## src/rtl/ddr4_sched_pkg.sv

```systemverilog
// ddr4_sched_pkg: shared encodings for the DDR4 ping-pong burst scheduler.
package ddr4_sched_pkg;

    localparam int BANK_W = 2;

    typedef enum logic [BANK_W-1:0] {
        BANK_FREE     = 2'd0,
        BANK_FILLING  = 2'd1,
        BANK_FULL     = 2'd2,
        BANK_DRAINING = 2'd3
    } bank_state_e;

    typedef enum logic [1:0] {
        S_IDLE     = 2'd0,
        S_ARB      = 2'd1,
        S_WR_BURST = 2'd2,
        S_RD_BURST = 2'd3
    } sched_state_e;

    function automatic logic bank_writable(bank_state_e s);
        return (s == BANK_FREE) || (s == BANK_FILLING);
    endfunction

    function automatic logic bank_readable(bank_state_e s);
        return (s == BANK_FULL) || (s == BANK_DRAINING);
    endfunction

endpackage

```

## src/rtl/ddr4_bank_tracker.sv

```systemverilog
// ddr4_bank_tracker: lifecycle of one ping-pong page bank (FREE->FILLING->FULL->DRAINING->FREE).
module ddr4_bank_tracker
    import ddr4_sched_pkg::*;
(
    input  logic        clk,
    input  logic        rst_n,
    input  logic        start_wr,
    input  logic        start_rd,
    input  logic        last_wr_done,
    input  logic        last_rd_done,
    output bank_state_e state
);

    bank_state_e state_q, state_d;

    // Requests that do not match the current state are dropped, so a bank can
    // never be read while filling nor rewritten before it has been drained.
    always_comb begin
        state_d = state_q;
        case (state_q)
            BANK_FREE:     state_d = start_wr     ? BANK_FILLING  : state_q;
            BANK_FILLING:  state_d = last_wr_done ? BANK_FULL     : state_q;
            BANK_FULL:     state_d = start_rd     ? BANK_DRAINING : state_q;
            BANK_DRAINING: state_d = last_rd_done ? BANK_FREE     : state_q;
            default:       state_d = BANK_FREE;
        endcase
    end

    always_ff @(posedge clk or negedge rst_n) begin
        if (!rst_n) state_q <= BANK_FREE;
        else        state_q <= state_d;
    end

    assign state = state_q;

endmodule

```

## src/rtl/ddr4_pingpong_sched.sv

```systemverilog
// ddr4_pingpong_sched: arbitrates one MIG burst at a time between write and read sides over two page banks.
// Optional burst/stall statistics outputs are enabled with `define DDR4_SCHED_STATS_EN.
module ddr4_pingpong_sched
    import ddr4_sched_pkg::*;
#(
    parameter int FIFO_DEPTH      = 512,
    parameter int CNT_W           = 9,
    parameter int BURST_LEN       = 8,
    parameter int BURSTS_PER_PAGE = 8,
    parameter int STARVE_MAX      = 4,
    localparam int IDX_W          = $clog2(BURSTS_PER_PAGE)
) (
    input  logic             ui_clk,
    input  logic             rst_n,
    input  logic             init_calib_complete,
    input  logic [CNT_W-1:0] wfifo_rcount,
    input  logic [CNT_W-1:0] rfifo_wcount,
    input  logic             rd_allow,
    input  logic             burst_done,
    output logic             cmd_valid,
    output logic             cmd_is_rd,
    output logic             cmd_bank,
    output logic [IDX_W-1:0] cmd_burst_idx,
    output logic             read_start,
    output logic             page_wr_done,
    output logic             page_rd_done,
    output logic             wr_stall,
    output logic [3:0]       bank_state
`ifdef DDR4_SCHED_STATS_EN
    ,
    output logic [31:0]      stat_wr_bursts,
    output logic [31:0]      stat_rd_bursts,
    output logic [31:0]      stat_stall_cycles
`endif
);

    localparam int SC_W = $clog2(STARVE_MAX + 1);

    sched_state_e     state_q, state_d;
    logic             wr_bank_q, wr_bank_d, rd_bank_q, rd_bank_d;
    logic [IDX_W-1:0] wr_idx_q, wr_idx_d, rd_idx_q, rd_idx_d;
    logic [SC_W-1:0]  starve_q, starve_d;
    logic             cmd_valid_q, cmd_valid_d, cmd_is_rd_q, cmd_is_rd_d;
    logic             cmd_bank_q, cmd_bank_d;
    logic [IDX_W-1:0] cmd_idx_q, cmd_idx_d;
    logic             page_wr_done_q, page_wr_done_d, page_rd_done_q, page_rd_done_d;
    logic             read_start_q, read_start_d;

    bank_state_e bank_st [2];
    logic        wr_data, rd_space, wr_ok, rd_ok, go_wr, go_rd;
    logic        last_wr, last_rd;

    assign wr_data  = {1'b0, wfifo_rcount} >= (CNT_W+1)'(BURST_LEN);
    assign rd_space = {1'b0, rfifo_wcount} <= (CNT_W+1)'(FIFO_DEPTH - BURST_LEN);
    assign wr_ok    = wr_data && bank_writable(bank_st[wr_bank_q]);
    assign rd_ok    = rd_space && rd_allow && bank_readable(bank_st[rd_bank_q]);
    assign go_rd    = (state_q == S_ARB) && rd_ok && (!wr_ok || starve_q == SC_W'(STARVE_MAX));
    assign go_wr    = (state_q == S_ARB) && !go_rd && wr_ok;
    assign last_wr  = (state_q == S_WR_BURST) && burst_done && wr_idx_q == IDX_W'(BURSTS_PER_PAGE - 1);
    assign last_rd  = (state_q == S_RD_BURST) && burst_done && rd_idx_q == IDX_W'(BURSTS_PER_PAGE - 1);
    assign wr_stall = (state_q == S_ARB) && wr_data && bank_readable(bank_st[wr_bank_q]);

    for (genvar g = 0; g < 2; g++) begin : g_bank
        ddr4_bank_tracker u_bank (
            .clk          (ui_clk),
            .rst_n        (rst_n),
            .start_wr     (go_wr && wr_bank_q == g[0]),
            .start_rd     (go_rd && rd_bank_q == g[0]),
            .last_wr_done (last_wr && cmd_bank_q == g[0]),
            .last_rd_done (last_rd && cmd_bank_q == g[0]),
            .state        (bank_st[g])
        );
    end

    always_comb begin
        state_d        = state_q;
        wr_bank_d      = wr_bank_q;
        rd_bank_d      = rd_bank_q;
        wr_idx_d       = wr_idx_q;
        rd_idx_d       = rd_idx_q;
        starve_d       = starve_q;
        cmd_is_rd_d    = cmd_is_rd_q;
        cmd_bank_d     = cmd_bank_q;
        cmd_idx_d      = cmd_idx_q;
        page_wr_done_d = 1'b0;
        page_rd_done_d = 1'b0;
        read_start_d   = read_start_q;
        case (state_q)
            S_IDLE: state_d = init_calib_complete ? S_ARB : S_IDLE;
            S_ARB: begin
                if (go_rd) begin
                    state_d     = S_RD_BURST;
                    starve_d    = '0;
                    cmd_is_rd_d = 1'b1;
                    cmd_bank_d  = rd_bank_q;
                    cmd_idx_d   = rd_idx_q;
                end else if (go_wr) begin
                    state_d     = S_WR_BURST;
                    starve_d    = (rd_ok && starve_q != SC_W'(STARVE_MAX)) ? starve_q + 1'b1 : starve_q;
                    cmd_is_rd_d = 1'b0;
                    cmd_bank_d  = wr_bank_q;
                    cmd_idx_d   = wr_idx_q;
                end
            end
            S_WR_BURST: begin
                if (burst_done) begin
                    state_d        = S_ARB;
                    wr_idx_d       = last_wr ? '0 : wr_idx_q + 1'b1;
                    wr_bank_d      = wr_bank_q ^ last_wr;
                    page_wr_done_d = last_wr;
                    read_start_d   = read_start_q | last_wr;
                end
            end
            S_RD_BURST: begin
                if (burst_done) begin
                    state_d        = S_ARB;
                    rd_idx_d       = last_rd ? '0 : rd_idx_q + 1'b1;
                    rd_bank_d      = rd_bank_q ^ last_rd;
                    page_rd_done_d = last_rd;
                end
            end
            default: state_d = S_IDLE;
        endcase
        cmd_valid_d = (state_d == S_WR_BURST) || (state_d == S_RD_BURST);
    end

    always_ff @(posedge ui_clk or negedge rst_n) begin
        if (!rst_n) begin
            state_q        <= S_IDLE;
            wr_bank_q      <= 1'b0;
            rd_bank_q      <= 1'b0;
            wr_idx_q       <= '0;
            rd_idx_q       <= '0;
            starve_q       <= '0;
            cmd_valid_q    <= 1'b0;
            cmd_is_rd_q    <= 1'b0;
            cmd_bank_q     <= 1'b0;
            cmd_idx_q      <= '0;
            page_wr_done_q <= 1'b0;
            page_rd_done_q <= 1'b0;
            read_start_q   <= 1'b0;
        end else begin
            state_q        <= state_d;
            wr_bank_q      <= wr_bank_d;
            rd_bank_q      <= rd_bank_d;
            wr_idx_q       <= wr_idx_d;
            rd_idx_q       <= rd_idx_d;
            starve_q       <= starve_d;
            cmd_valid_q    <= cmd_valid_d;
            cmd_is_rd_q    <= cmd_is_rd_d;
            cmd_bank_q     <= cmd_bank_d;
            cmd_idx_q      <= cmd_idx_d;
            page_wr_done_q <= page_wr_done_d;
            page_rd_done_q <= page_rd_done_d;
            read_start_q   <= read_start_d;
        end
    end

    assign cmd_valid     = cmd_valid_q;
    assign cmd_is_rd     = cmd_is_rd_q;
    assign cmd_bank      = cmd_bank_q;
    assign cmd_burst_idx = cmd_idx_q;
    assign read_start    = read_start_q;
    assign page_wr_done  = page_wr_done_q;
    assign page_rd_done  = page_rd_done_q;
    assign bank_state    = {bank_st[1], bank_st[0]};

`ifdef DDR4_SCHED_STATS_EN
    logic [31:0] stat_wr_q, stat_rd_q, stat_stall_q;

    always_ff @(posedge ui_clk or negedge rst_n) begin
        if (!rst_n) begin
            stat_wr_q    <= '0;
            stat_rd_q    <= '0;
            stat_stall_q <= '0;
        end else begin
            if (state_q == S_WR_BURST && burst_done && !(&stat_wr_q)) stat_wr_q <= stat_wr_q + 1'b1;
            if (state_q == S_RD_BURST && burst_done && !(&stat_rd_q)) stat_rd_q <= stat_rd_q + 1'b1;
            if (wr_stall && !(&stat_stall_q)) stat_stall_q <= stat_stall_q + 1'b1;
        end
    end

    assign stat_wr_bursts    = stat_wr_q;
    assign stat_rd_bursts    = stat_rd_q;
    assign stat_stall_cycles = stat_stall_q;
`endif

endmodule

```

## config.mk

```make
export PLATFORM = sky130hd
export DESIGN_NAME = ddr4_pingpong_sched
export DESIGN_NICKNAME = d
export VERILOG_FILES = /design/src/rtl/ddr4_sched_pkg.sv /design/src/rtl/ddr4_bank_tracker.sv /design/src/rtl/ddr4_pingpong_sched.sv
export SDC_FILE = /design/constraint.sdc
export NUM_CORES = 1
export LEC_CHECK = 0
export ABC_AREA = 1
export BUFFER_PORTS_ARGS = -buffer_cell sky130_fd_sc_hd__buf_2
export CAP_MARGIN = 20
export CORE_AREA = 2 2 69 85
export CTS_CLUSTER_DIAMETER = 200
export DETAILED_ROUTE_END_ITERATION = 7
export DIE_AREA = 0 0 71 87
export HOLD_SLACK_MARGIN = 0.05
export SYNTH_ARGS = -nofsm -noshare
export SYNTH_HDL_FRONTEND = slang
export SYNTH_SLANG_ARGS = --single-unit
```

## constraint.sdc

```tcl
create_clock -name ui_clk -period 1.7 [get_ports ui_clk]
set_clock_uncertainty 0.2 [all_clocks]
set_input_delay 0 -clock ui_clk [delete_from_list [all_inputs] [get_ports ui_clk]]
set_output_delay 0 -clock ui_clk [all_outputs]
set_load 0.02 [all_outputs]
```

==> impl_metrics.py, run 1 <==
metrics = {
    "placed_design": {
        "routabilityCongestion": 0.801,
        "io_buffers": 33,
        "dpl.hpwl_um": 2340,
    },
    "timing": {
        "hold_violations": 0,
        "rsz0062_at_grt": "true",
        "finalMaxSlewViolations": 0,
        "worstMarginPinSlew_ns": 0.597,
        "fin_ws_ns": -0.0133,
        "period_minus_slack_ns": 1.71,
        "fmax_mhz": 584,
        "fin_setup_tns_ns": -0.0145,
        "post-route-period-util_pct": 101,
        "slew_headroom_pct": 60.2,
        "finalSetupViolations": 2,
    },
    "synth": {
        "netlist_area_mm2": 0.00157,
        "ys_ff_latch": 26,
        "synthesis.instances": 176,
        "netlist.area_leader.share_pct": 41.5,
        "yosysUniqueCellTypes": 26,
        "synth_seq_area_share_pct": 41.5,
        "synthTopCellsByArea": "dfrtp_1 (42%), ha_1 (13%), nand2_1 (8.1%), inv_1 (5.0%), nand3_1 (3.2%)",
        "yosys.area.top_type": "dfrtp_1",
        "synth_warnings": 0,
        "syn_avg_cell_area_um2": 8.90,
        "synth_nets": 215,
    },
    "setup_path": {
        "critPathLaunch": "starve_q[1]$_DFFE_PN0P_",
        "cp-end-kind": "flip-flop",
        "r2r.worst_path.cells": 9,
        "timing_worst_setup_path_type": "flip-flop to flip-flop",
        "cp-endpoint": "g_bank[1].u_bank.state[0]$_DFFE_PN0P_",
        "rr_endpoint": "g_bank[1].u_bank.state[0]$_DFFE_PN0P_",
        "critPathArrivalTime_ns": 1.69,
        "reg2reg_from": "starve_q[1]$_DFFE_PN0P_",
        "worst_ep_required_time_ns": 1.67,
        "reg2reg_slack_ns": -0.01,
        "critPathMaxFanout": 4,
        "setup.worst_path.start_class": "flip-flop",
    },
    "route": {
        "vias_per_cell": 4.33,
        "top_layer_used": "met4",
        "first_pass_iters": 4,
        "first_iter_violations": 31,
        "wl_um": 3130,
        "wl_per_cell_um": 10.5,
        "drtAntennaViolNets": 0,
        "vias": 1287,
        "route.met2.wl_um": 1510,
        "dr_wl_met3_um": 131,
        "drc": 0,
        "wirelength_met1_um": 1430,
    },
    "global_route": {
        "grt_pass1_wl_um": 5100,
        "grt_usage_pct": 10.3,
        "grt_pass1_vias": 1159,
        "antenna_found_initial": 0,
        "overflow": 0,
        "grt_start_max_net_pins": 27,
    },
    "finish": {
        "seq_area_um2": 651,
        "utilization_pct": 38.5,
        "multi_input_area_um2": 868,
        "area_growth_syn_to_layout_pct": 33.8,
        "antennaDiodeCount": 0,
        "drive_gt1_share_pct": 41.6,
        "fin_nets": 273,
        "fill_cells": 528,
    },
    "power": {
        "p_leak_uw": 0.00111,
        "powerDensity_mw_per_mm2": 1860,
        "vdd_ir_drop_max_mv": 0.604,
    },
    "floorplanning": {
        "io_pins": 37,
        "die_y_um": 87,
        "core_mm2": 0.00544,
        "design.die.area_mm2": 0.00618,
        "die_x_um": 71,
        "std_cell_rows": 30,
        "initial_utilization_pct": 28.8,
    },
    "cts": {
        "clkSinkCount": 26,
        "cts.root.buffer_cell": "clkbuf_8",
        "clk_pin_slew_ns": 0.09,
        "cts_tree": "built",
        "numCtsBuffers": 3,
        "htree_levels": 1,
        "ctsLongestPathBuffers": 2,
        "clk_latency_ns": 0.27,
    },
    "status": {
        "status": "finished, violations left",
        "violations": "negative setup slack",
    },
    "hold_path": {
        "hp-class": "input pin to asynchronous set/reset pin",
    },
    "flow_run": {
        "cap_violations": 0,
    },
}
## cell usage in the layout (no fill, tap or decap), drive strengths merged
master       instances
a21oi                7
a31oi                1
a32oi                1
buf                 50
bufinv               1
clkbuf               3
clkinv               1
dfrtp               26
dlygate4sd3          3
ha                  16
inv                 25
mux2                 1
nand2               44
nand3               13
nand4                2
nor2                16
o21ai               18
or2                  3
xor2                 2
## routing by layer
metal / track usage [%] / vias up
met1: 13.8 / 577
li1: - / 679
met4: 5.15 / 0
met3: 1.62 / 5
met2: 16.1 / 26
met5: 0 / -
## cells in the mapped netlist (all sizes together)
| master | instances |
|---|---|
| nor2 | 16 |
| nand3 | 13 |
| ha | 16 |
| dfrtp | 26 |
| inv | 25 |
| or2 | 3 |
| o21ai | 18 |
| mux2 | 1 |
| nand4 | 2 |
| xor2 | 2 |
| nand2 | 44 |
| clkinv | 1 |
| a21oi | 7 |
| a31oi | 1 |
| a32oi | 1 |
## state kept, by name, summed over array words and instances (netlist names)
| register | count |
|---|---|
| page_wr_done | 1 |
| starve_q | 3 |
| cmd_valid | 1 |
| rd_idx_q | 3 |
| state_q | 2 |
| page_rd_done | 1 |
| wr_idx_q | 3 |
| g_bank.u_bank.state | 4 |
| cmd_bank | 1 |
| cmd_is_rd | 1 |
| cmd_burst_idx | 3 |
| read_start | 1 |
| rd_bank_q | 1 |
| wr_bank_q | 1 |
## critical path, cell delays in order (launching register included)
cell,delay (ns)
dfrtp_1,0.40
inv_2,0.09
ha_4,0.15
nand2_4,0.05
nand3_4,0.12
nand4_1,0.18
a21oi_2,0.23
nand2_2,0.08
nand2_2,0.06
nand2_2,0.05
## power breakdown
group	leakage [uW]	internal, uW	total (uW)	switching (uW)
clock	0.0000357	315	518	203
sequential	0.000315	899	1120	217
combinational	0.000762	966	2260	1290
## kinds of logic after synthesis
kind of cell             synth area share, %
multiplexers                           0.719
XOR/XNOR                                1.12
buffers and inverters                   6.55
AO/OA/AOI/OAI                           10.1
flip-flops                              41.5
adder cells (fa/ha/maj)                 12.8
AND/OR/NAND/NOR                         27.2
## per-stage QoR
step	power [uW]	hold slack (ns)	cells	setup WS, ns	cell area, um^2
final	3890	0.0578	297	-0.0133	2100
after global placement	3120	-0.154	284	0.0289	1900
after CTS	3700	0.0641	291	0.00128	2000
after global routing	4280	0.107	297	-0.0936	2100
after floorplan	2550	-0.496	176	0.00797	1570
after detailed placement	3150	-0.151	284	0.0224	1900
## worst min-delay path by stage
| stage | from | endpoint | slack, ns | cells past startpoint |
|---|---|---|---|---|
| final | rst_n | page_rd_done$_DFF_PN0_ | 0.06 | 2 |
| after global routing | rd_allow | cmd_bank$_DFFE_PN0P_ | 0.11 | 6 |
| after CTS | rd_allow | starve_q[2]$_DFFE_PN0P_ | 0.06 | 6 |
| after detailed placement | rst_n | page_rd_done$_DFF_PN0_ | -0.15 | 1 |
| after global placement | rst_n | page_rd_done$_DFF_PN0_ | -0.15 | 1 |
| after floorplan | rst_n | cmd_bank$_DFFE_PN0P_ | -0.50 | 0 |
## layout make-up
type | count | share of cell area (%)
clock buffers | 3 | 1.97
clock inverters | 1 | 1.43
inverters | 26 | 4.90
multi-input cells | 124 | 41.4
flip-flops and latches | 26 | 31.0
well taps | 64 | 3.82
repair buffers | 53 | 15.4
## timing repair
action                                  CTS  global route
endpoints found under the hold margin    34             0
hold buffers                              3             0
gates resized for setup                   0            15
endpoints found under the setup margin    0             8
buffers inserted                          0             6
(Power assumes the default switching activity.)
==> run 2: changes to the inputs <==
==> constraint.sdc (replaced) <==
create_clock -name ui_clk -period 1.9 [get_ports ui_clk]
set_clock_uncertainty 0.2 [all_clocks]
set_input_delay 0 -clock ui_clk [delete_from_list [all_inputs] [get_ports ui_clk]]
set_output_delay 0 -clock ui_clk [all_outputs]
set_load 0.02 [all_outputs]
==> run 2 against run 1 <==
Against the previous run: the run now ends clean; critical path type unchanged; highest routed layer unchanged; critical endpoint is now g_bank[1].u_bank.state[1]$_DFFE_PN0P_; routed wire length shrank 3.7%; critical path depth grew 1; via count shrank 3.3%; register-to-register slack gained 0.17 ns.
==> impl_metrics.py, run 2 (synthesis gave the netlist of run 1 again) <==
metrics = {
    "status": {
        "status": "completed",
    },
    "route": {
        "drtAntennaViolNets": 0,
        "first_iter_violations": 41,
        "wl_per_cell_um": 10.6,
        "wl_um": 3020,
        "first_pass_iters": 4,
        "vias_per_cell": 4.38,
        "vias": 1244,
        "drc": 0,
    },
    "setup_path": {
        "critPathLaunch": "g_bank[0].u_bank.state[1]$_DFFE_PN0P_",
        "cpMostUsedCell": "nand2_1",
        "cp-end-kind": "flip-flop",
        "critPathMaxFanout": 5,
        "critPathArrivalTime_ns": 1.70,
        "rr_endpoint": "g_bank[1].u_bank.state[1]$_DFFE_PN0P_",
        "cp_cell_sequence": "inv_1, nand2_1, nand2_1, nand2_1, nor2_4, nand3_2, nand2_2, nand2_2, nand2_1, nand2_1",
        "cp-endpoint": "g_bank[1].u_bank.state[1]$_DFFE_PN0P_",
        "setup.worst_path.start_class": "flip-flop",
        "worst_ep_required_time_ns": 1.87,
        "timing_worst_setup_path_type": "flip-flop to flip-flop",
        "cpPeakStageDelay_ns": 0.38,
        "reg2reg_from": "g_bank[0].u_bank.state[1]$_DFFE_PN0P_",
        "slowest_stage": "dfrtp_1",
        "r2r.worst_path.cells": 10,
        "reg2reg_slack_ns": 0.16,
    },
    "timing": {
        "fmax_mhz": 575,
        "post-route-period-util_pct": 91.5,
        "fin_ws_ns": 0.162,
        "fin_setup_tns_ns": 0,
        "worstMarginPinSlew_ns": 0.600,
        "rsz0062_at_grt": "false",
        "period_minus_slack_ns": 1.74,
        "finalSetupViolations": 0,
        "finalMaxSlewViolations": 0,
        "hold_violations": 0,
        "slew_headroom_pct": 60.0,
    },
    "cts": {
        "cts.root.buffer_cell": "clkbuf_8",
        "ctsLongestPathBuffers": 2,
        "clk_pin_slew_ns": 0.10,
        "clk_latency_ns": 0.27,
        "cts_tree": "built",
        "clkSinkCount": 26,
        "htree_levels": 1,
        "numCtsBuffers": 3,
    },
    "flow_run": {
        "cap_violations": 0,
    },
    "finish": {
        "final_cell_count_no_fill": 284,
        "drive_gt1_share_pct": 32.7,
        "area_growth_syn_to_layout_pct": 24.7,
        "fin_nets": 260,
        "final_common_cell": "nand2_1",
        "design_area_mm2": 0.00195,
        "antennaDiodeCount": 0,
        "seq_area_um2": 651,
        "largest_reg_flops": 4,
        "final_cell_mix": "nand2_1 (34), buf_2 (33), dfrtp_1 (26)",
        "fill_cells": 551,
        "multi_input_area_um2": 821,
    },
    "floorplanning": {
        "std_cell_rows": 30,
        "core_mm2": 0.00544,
        "io_pins": 37,
        "design.die.area_mm2": 0.00618,
        "initial_utilization_pct": 28.8,
        "die_x_um": 71,
        "die_y_um": 87,
    },
    "global_route": {
        "grt_start_max_net_pins": 27,
        "grt_usage_pct": 10.6,
        "grt_pass1_wl_um": 5150,
        "antenna_found_initial": 0,
        "overflow": 0,
        "grt_pass1_vias": 1179,
    },
    "placed_design": {
        "pre_cts_ws_ns": 0.137,
        "io_buffers": 33,
        "routabilityCongestion": 0.804,
        "dpl.hpwl_um": 2390,
        "dp_cells": 276,
        "placed_cell_area_mm2": 0.00183,
    },
    "power": {
        "vdd_ir_drop_max_mv": 0.569,
        "p_int_uw": 1730,
        "pwr-share-clk_pct": 14.6,
        "powerDensity_mw_per_mm2": 1620,
        "p_sw_uw": 1430,
        "seqPwrFrac_pct": 31.4,
        "combPwrFrac_pct": 53.9,
        "p_leak_uw": 0.00103,
        "switching_share_pct": 45.2,
        "total_power_uw": 3170,
    },
    "hold_path": {
        "hp-class": "input pin to asynchronous set/reset pin",
    },
}
## run 2: how the worst min path moves through the flow
stage               start                           end  slack [ns]  cells past startpoint
global placement    rst_n        page_rd_done$_DFF_PN0_       -0.16                      1
detailed placement  rst_n  cmd_burst_idx[2]$_DFFE_PN0P_       -0.15                      1
CTS                 rst_n  cmd_burst_idx[2]$_DFFE_PN0P_        0.09                      2
global route        rst_n         cmd_is_rd$_DFFE_PN0P_        0.11                      2
finish              rst_n  cmd_burst_idx[2]$_DFFE_PN0P_        0.06                      2
floorplan           rst_n          cmd_bank$_DFFE_PN0P_       -0.50                      0
## run 2: layout make-up
type | instances | area share, %
clock buffer | 3 | 2.11
clock inverter | 1 | 1.54
sequential | 26 | 33.3
inverter | 26 | 5.25
timing repair buffer | 40 | 11.7
tap | 64 | 4.10
multi-input combinational | 124 | 42.0
## run 2: per-layer routing
metal	track usage, %	wire, um
met4	4.63	34
met2	17.2	1500
met5	0	0
met3	1.39	64
met1	14.0	1420
## run 2: per-stage QoR
stage	hold WS [ns]	util (%)
after floorplan	-0.496	-
final	0.0599	35.9
after global routing	0.111	35.9
after detailed placement	-0.148	33.7
after global placement	-0.157	33.7
after CTS	0.0851	35.7
## run 2: power by group through the flow
stage / Sequential (uW) / Combinational (uW) / Clock [uW]
finish: 996 / 1710 / 464
global route: 1040 / 1940 / 512
CTS: 996 / 1720 / 480
detailed placement: 1010 / 1700 / 0
global placement: 1000 / 1660 / 0
floorplan: 1130 / 1140 / 0
## run 2: timing repair
action | in CTS | in global routing
gates resized for setup | 0 | 3
hold buffers | 4 | 0
buffers inserted | 0 | 0
hold endpoints to repair | 37 | 0
endpoints found under the setup margin | 0 | 4
## run 2: critical path, delay by kind of cell, from the launching register on
kind | cells | cell delay, ns
buf+inv | 1 | 0.16
simple gates | 9 | 0.90
flops | 1 | 0.38
==> run 3: changes to the inputs <==
--- a/config.mk
+++ b/config.mk
@@ -10,9 +10,11 @@
 export CAP_MARGIN = 20
 export CORE_AREA = 2 2 69 85
 export CTS_CLUSTER_DIAMETER = 200
+export CTS_CLUSTER_SIZE = 14
 export DETAILED_ROUTE_END_ITERATION = 7
 export DIE_AREA = 0 0 71 87
 export HOLD_SLACK_MARGIN = 0.05
+export MAX_ROUTING_LAYER = met4
 export SYNTH_ARGS = -nofsm -noshare
 export SYNTH_HDL_FRONTEND = slang
 export SYNTH_SLANG_ARGS = --single-unit
==> run 3 against run 2 <==
Against the previous run: global-route usage grew 0.33 points; combinational power is essentially flat; total power is essentially flat; core utilization is the same; critical path depth is the same; non-clock buffer count is the same; sequential cell count is the same; clock power is essentially flat; critical path type unchanged; highest routed layer unchanged; register-to-register slack is essentially flat; maximum frequency is the same.
==> impl_metrics.py, run 3 (synthesis gave the netlist of run 1 again) <==
metrics = {
    "cts": {
        "clkSinkCount": 26,
        "numCtsBuffers": 3,
        "ctsLongestPathBuffers": 2,
        "htree_levels": 1,
        "cts.root.buffer_cell": "clkbuf_8",
        "clk_latency_ns": 0.27,
        "clk_pin_slew_ns": 0.09,
        "cts_tree": "built",
    },
    "floorplanning": {
        "initial_utilization_pct": 28.8,
        "design.die.area_mm2": 0.00618,
        "std_cell_rows": 30,
        "core_mm2": 0.00544,
        "io_pins": 37,
        "die_y_um": 87,
        "die_x_um": 71,
    },
    "setup_path": {
        "worst_ep_required_time_ns": 1.87,
        "slowest_stage": "dfrtp_1",
        "critPathLaunch": "g_bank[0].u_bank.state[1]$_DFFE_PN0P_",
        "critPathArrivalTime_ns": 1.70,
        "reg2reg_from": "g_bank[0].u_bank.state[1]$_DFFE_PN0P_",
        "cp_cell_sequence": "inv_1, nand2_1, nand2_1, nand2_1, nor2_4, nand3_2, nand2_2, nand2_2, nand2_1, nand2_1",
        "critPathMaxFanout": 5,
        "setup.worst_path.start_class": "flip-flop",
        "cpMostUsedCell": "nand2_1",
        "timing_worst_setup_path_type": "flip-flop to flip-flop",
        "cp-end-kind": "flip-flop",
        "cpPeakStageDelay_ns": 0.38,
    },
    "hold_path": {
        "hp-class": "input pin to asynchronous set/reset pin",
    },
    "global_route": {
        "grt_start_max_net_pins": 27,
        "grt_pass1_vias": 1178,
        "antenna_found_initial": 0,
        "grt_usage_pct": 10.9,
        "overflow": 0,
        "grt_pass1_wl_um": 5160,
    },
    "route": {
        "first_pass_iters": 4,
        "wl_per_cell_um": 10.6,
        "drtAntennaViolNets": 0,
        "drc": 0,
        "first_iter_violations": 42,
        "wl_um": 3020,
        "vias": 1243,
        "vias_per_cell": 4.38,
    },
    "finish": {
        "final_common_cell": "nand2_1",
        "final_cell_count_no_fill": 284,
        "fin_nets": 260,
        "drive_gt1_share_pct": 32.7,
        "area_growth_syn_to_layout_pct": 24.7,
        "antennaDiodeCount": 0,
        "final_cell_mix": "nand2_1 (34), buf_2 (33), dfrtp_1 (26)",
        "utilization_pct": 35.9,
        "largest_reg_flops": 4,
    },
    "power": {
        "powerDensity_mw_per_mm2": 1620,
        "vdd_ir_drop_max_mv": 0.569,
        "p_leak_uw": 0.00103,
        "total_power_uw": 3160,
    },
    "placed_design": {
        "dp_cells": 276,
        "io_buffers": 33,
        "routabilityCongestion": 0.815,
        "dpl.hpwl_um": 2390,
        "pre_cts_ws_ns": 0.137,
    },
    "timing": {
        "post-route-period-util_pct": 91.5,
        "fin_ws_ns": 0.162,
        "finalSetupViolations": 0,
        "rsz0062_at_grt": "false",
        "hold_violations": 0,
        "fmax_mhz": 575,
        "slew_headroom_pct": 60.1,
        "fin_setup_tns_ns": 0,
        "worstMarginPinSlew_ns": 0.598,
        "period_minus_slack_ns": 1.74,
        "finalMaxSlewViolations": 0,
    },
    "flow_run": {
        "cap_violations": 0,
    },
    "status": {
        "status": "completed",
    },
}
[run 3: cell counts in the layout (fill, tap and decap cells not counted)]
Identical to the previous run, type by type.
[run 3: worst max-delay path: cells and delay by family (launching register included)]
| kind | cells | cell delay [ns] |
|---|---|---|
| AND/OR/NAND/NOR | 9 | 0.90 |
| buffers and inverters | 1 | 0.16 |
| flip-flops | 1 | 0.38 |
[run 3: final timing paths]
kind / to / slack [ns] / cells past startpoint
min in group ui_clk: state_q[0]$_DFF_PN0_ / 0.13 / 6
min reg2reg: read_start$_DFFE_PN0P_ / 0.27 / 1
max in group asynchronous: rd_bank_q$_DFFE_PN0P_ / 1.04 / 2
max: g_bank[1].u_bank.state[1]$_DFFE_PN0P_ / 0.16 / 10
min: cmd_burst_idx[2]$_DFFE_PN0P_ / 0.06 / 2
max reg2reg: g_bank[1].u_bank.state[1]$_DFFE_PN0P_ / 0.16 / 10
[run 3: area by class of cell]
cell class	count	area [um^2]
tap	64	80.1
multi-input combinational	124	821
sequential	26	651
timing repair buffer	40	228
fill	551	3490
inverter	26	103
clock buffer	3	41.3
clock inverter	1	30.0
[run 3: stage by stage]
step	area [um^2]	hold slack (ns)
after global routing	1950	0.108
after global placement	1830	-0.157
final	1950	0.0610
after CTS	1950	0.0851
after floorplan	1570	-0.496
after detailed placement	1830	-0.148
[run 3: where the power goes]
group / leakage [uW] / switching [uW] / internal [uW]
logic: 0.000683 / 1060 / 648
registers: 0.000315 / 191 / 804
clock network: 0.0000357 / 180 / 282
total: 0.00103 / 1430 / 1730
[run 3: what timing repair did]
item                       in CTS  in global routing
buffers inserted                0                  0
hold endpoints to repair       37                  0
setup endpoints to repair       0                  4
hold buffers                    4                  0
resized for setup               0                  3
[run 3: metal layers]
metal,track usage [%],up-vias,share of wire (%)
li1,-,651,-
met1,14.2,572,47
met2,17.1,18,50
met3,1.39,2,2.1
met4,4.63,0,1.1
met5,-,-,0
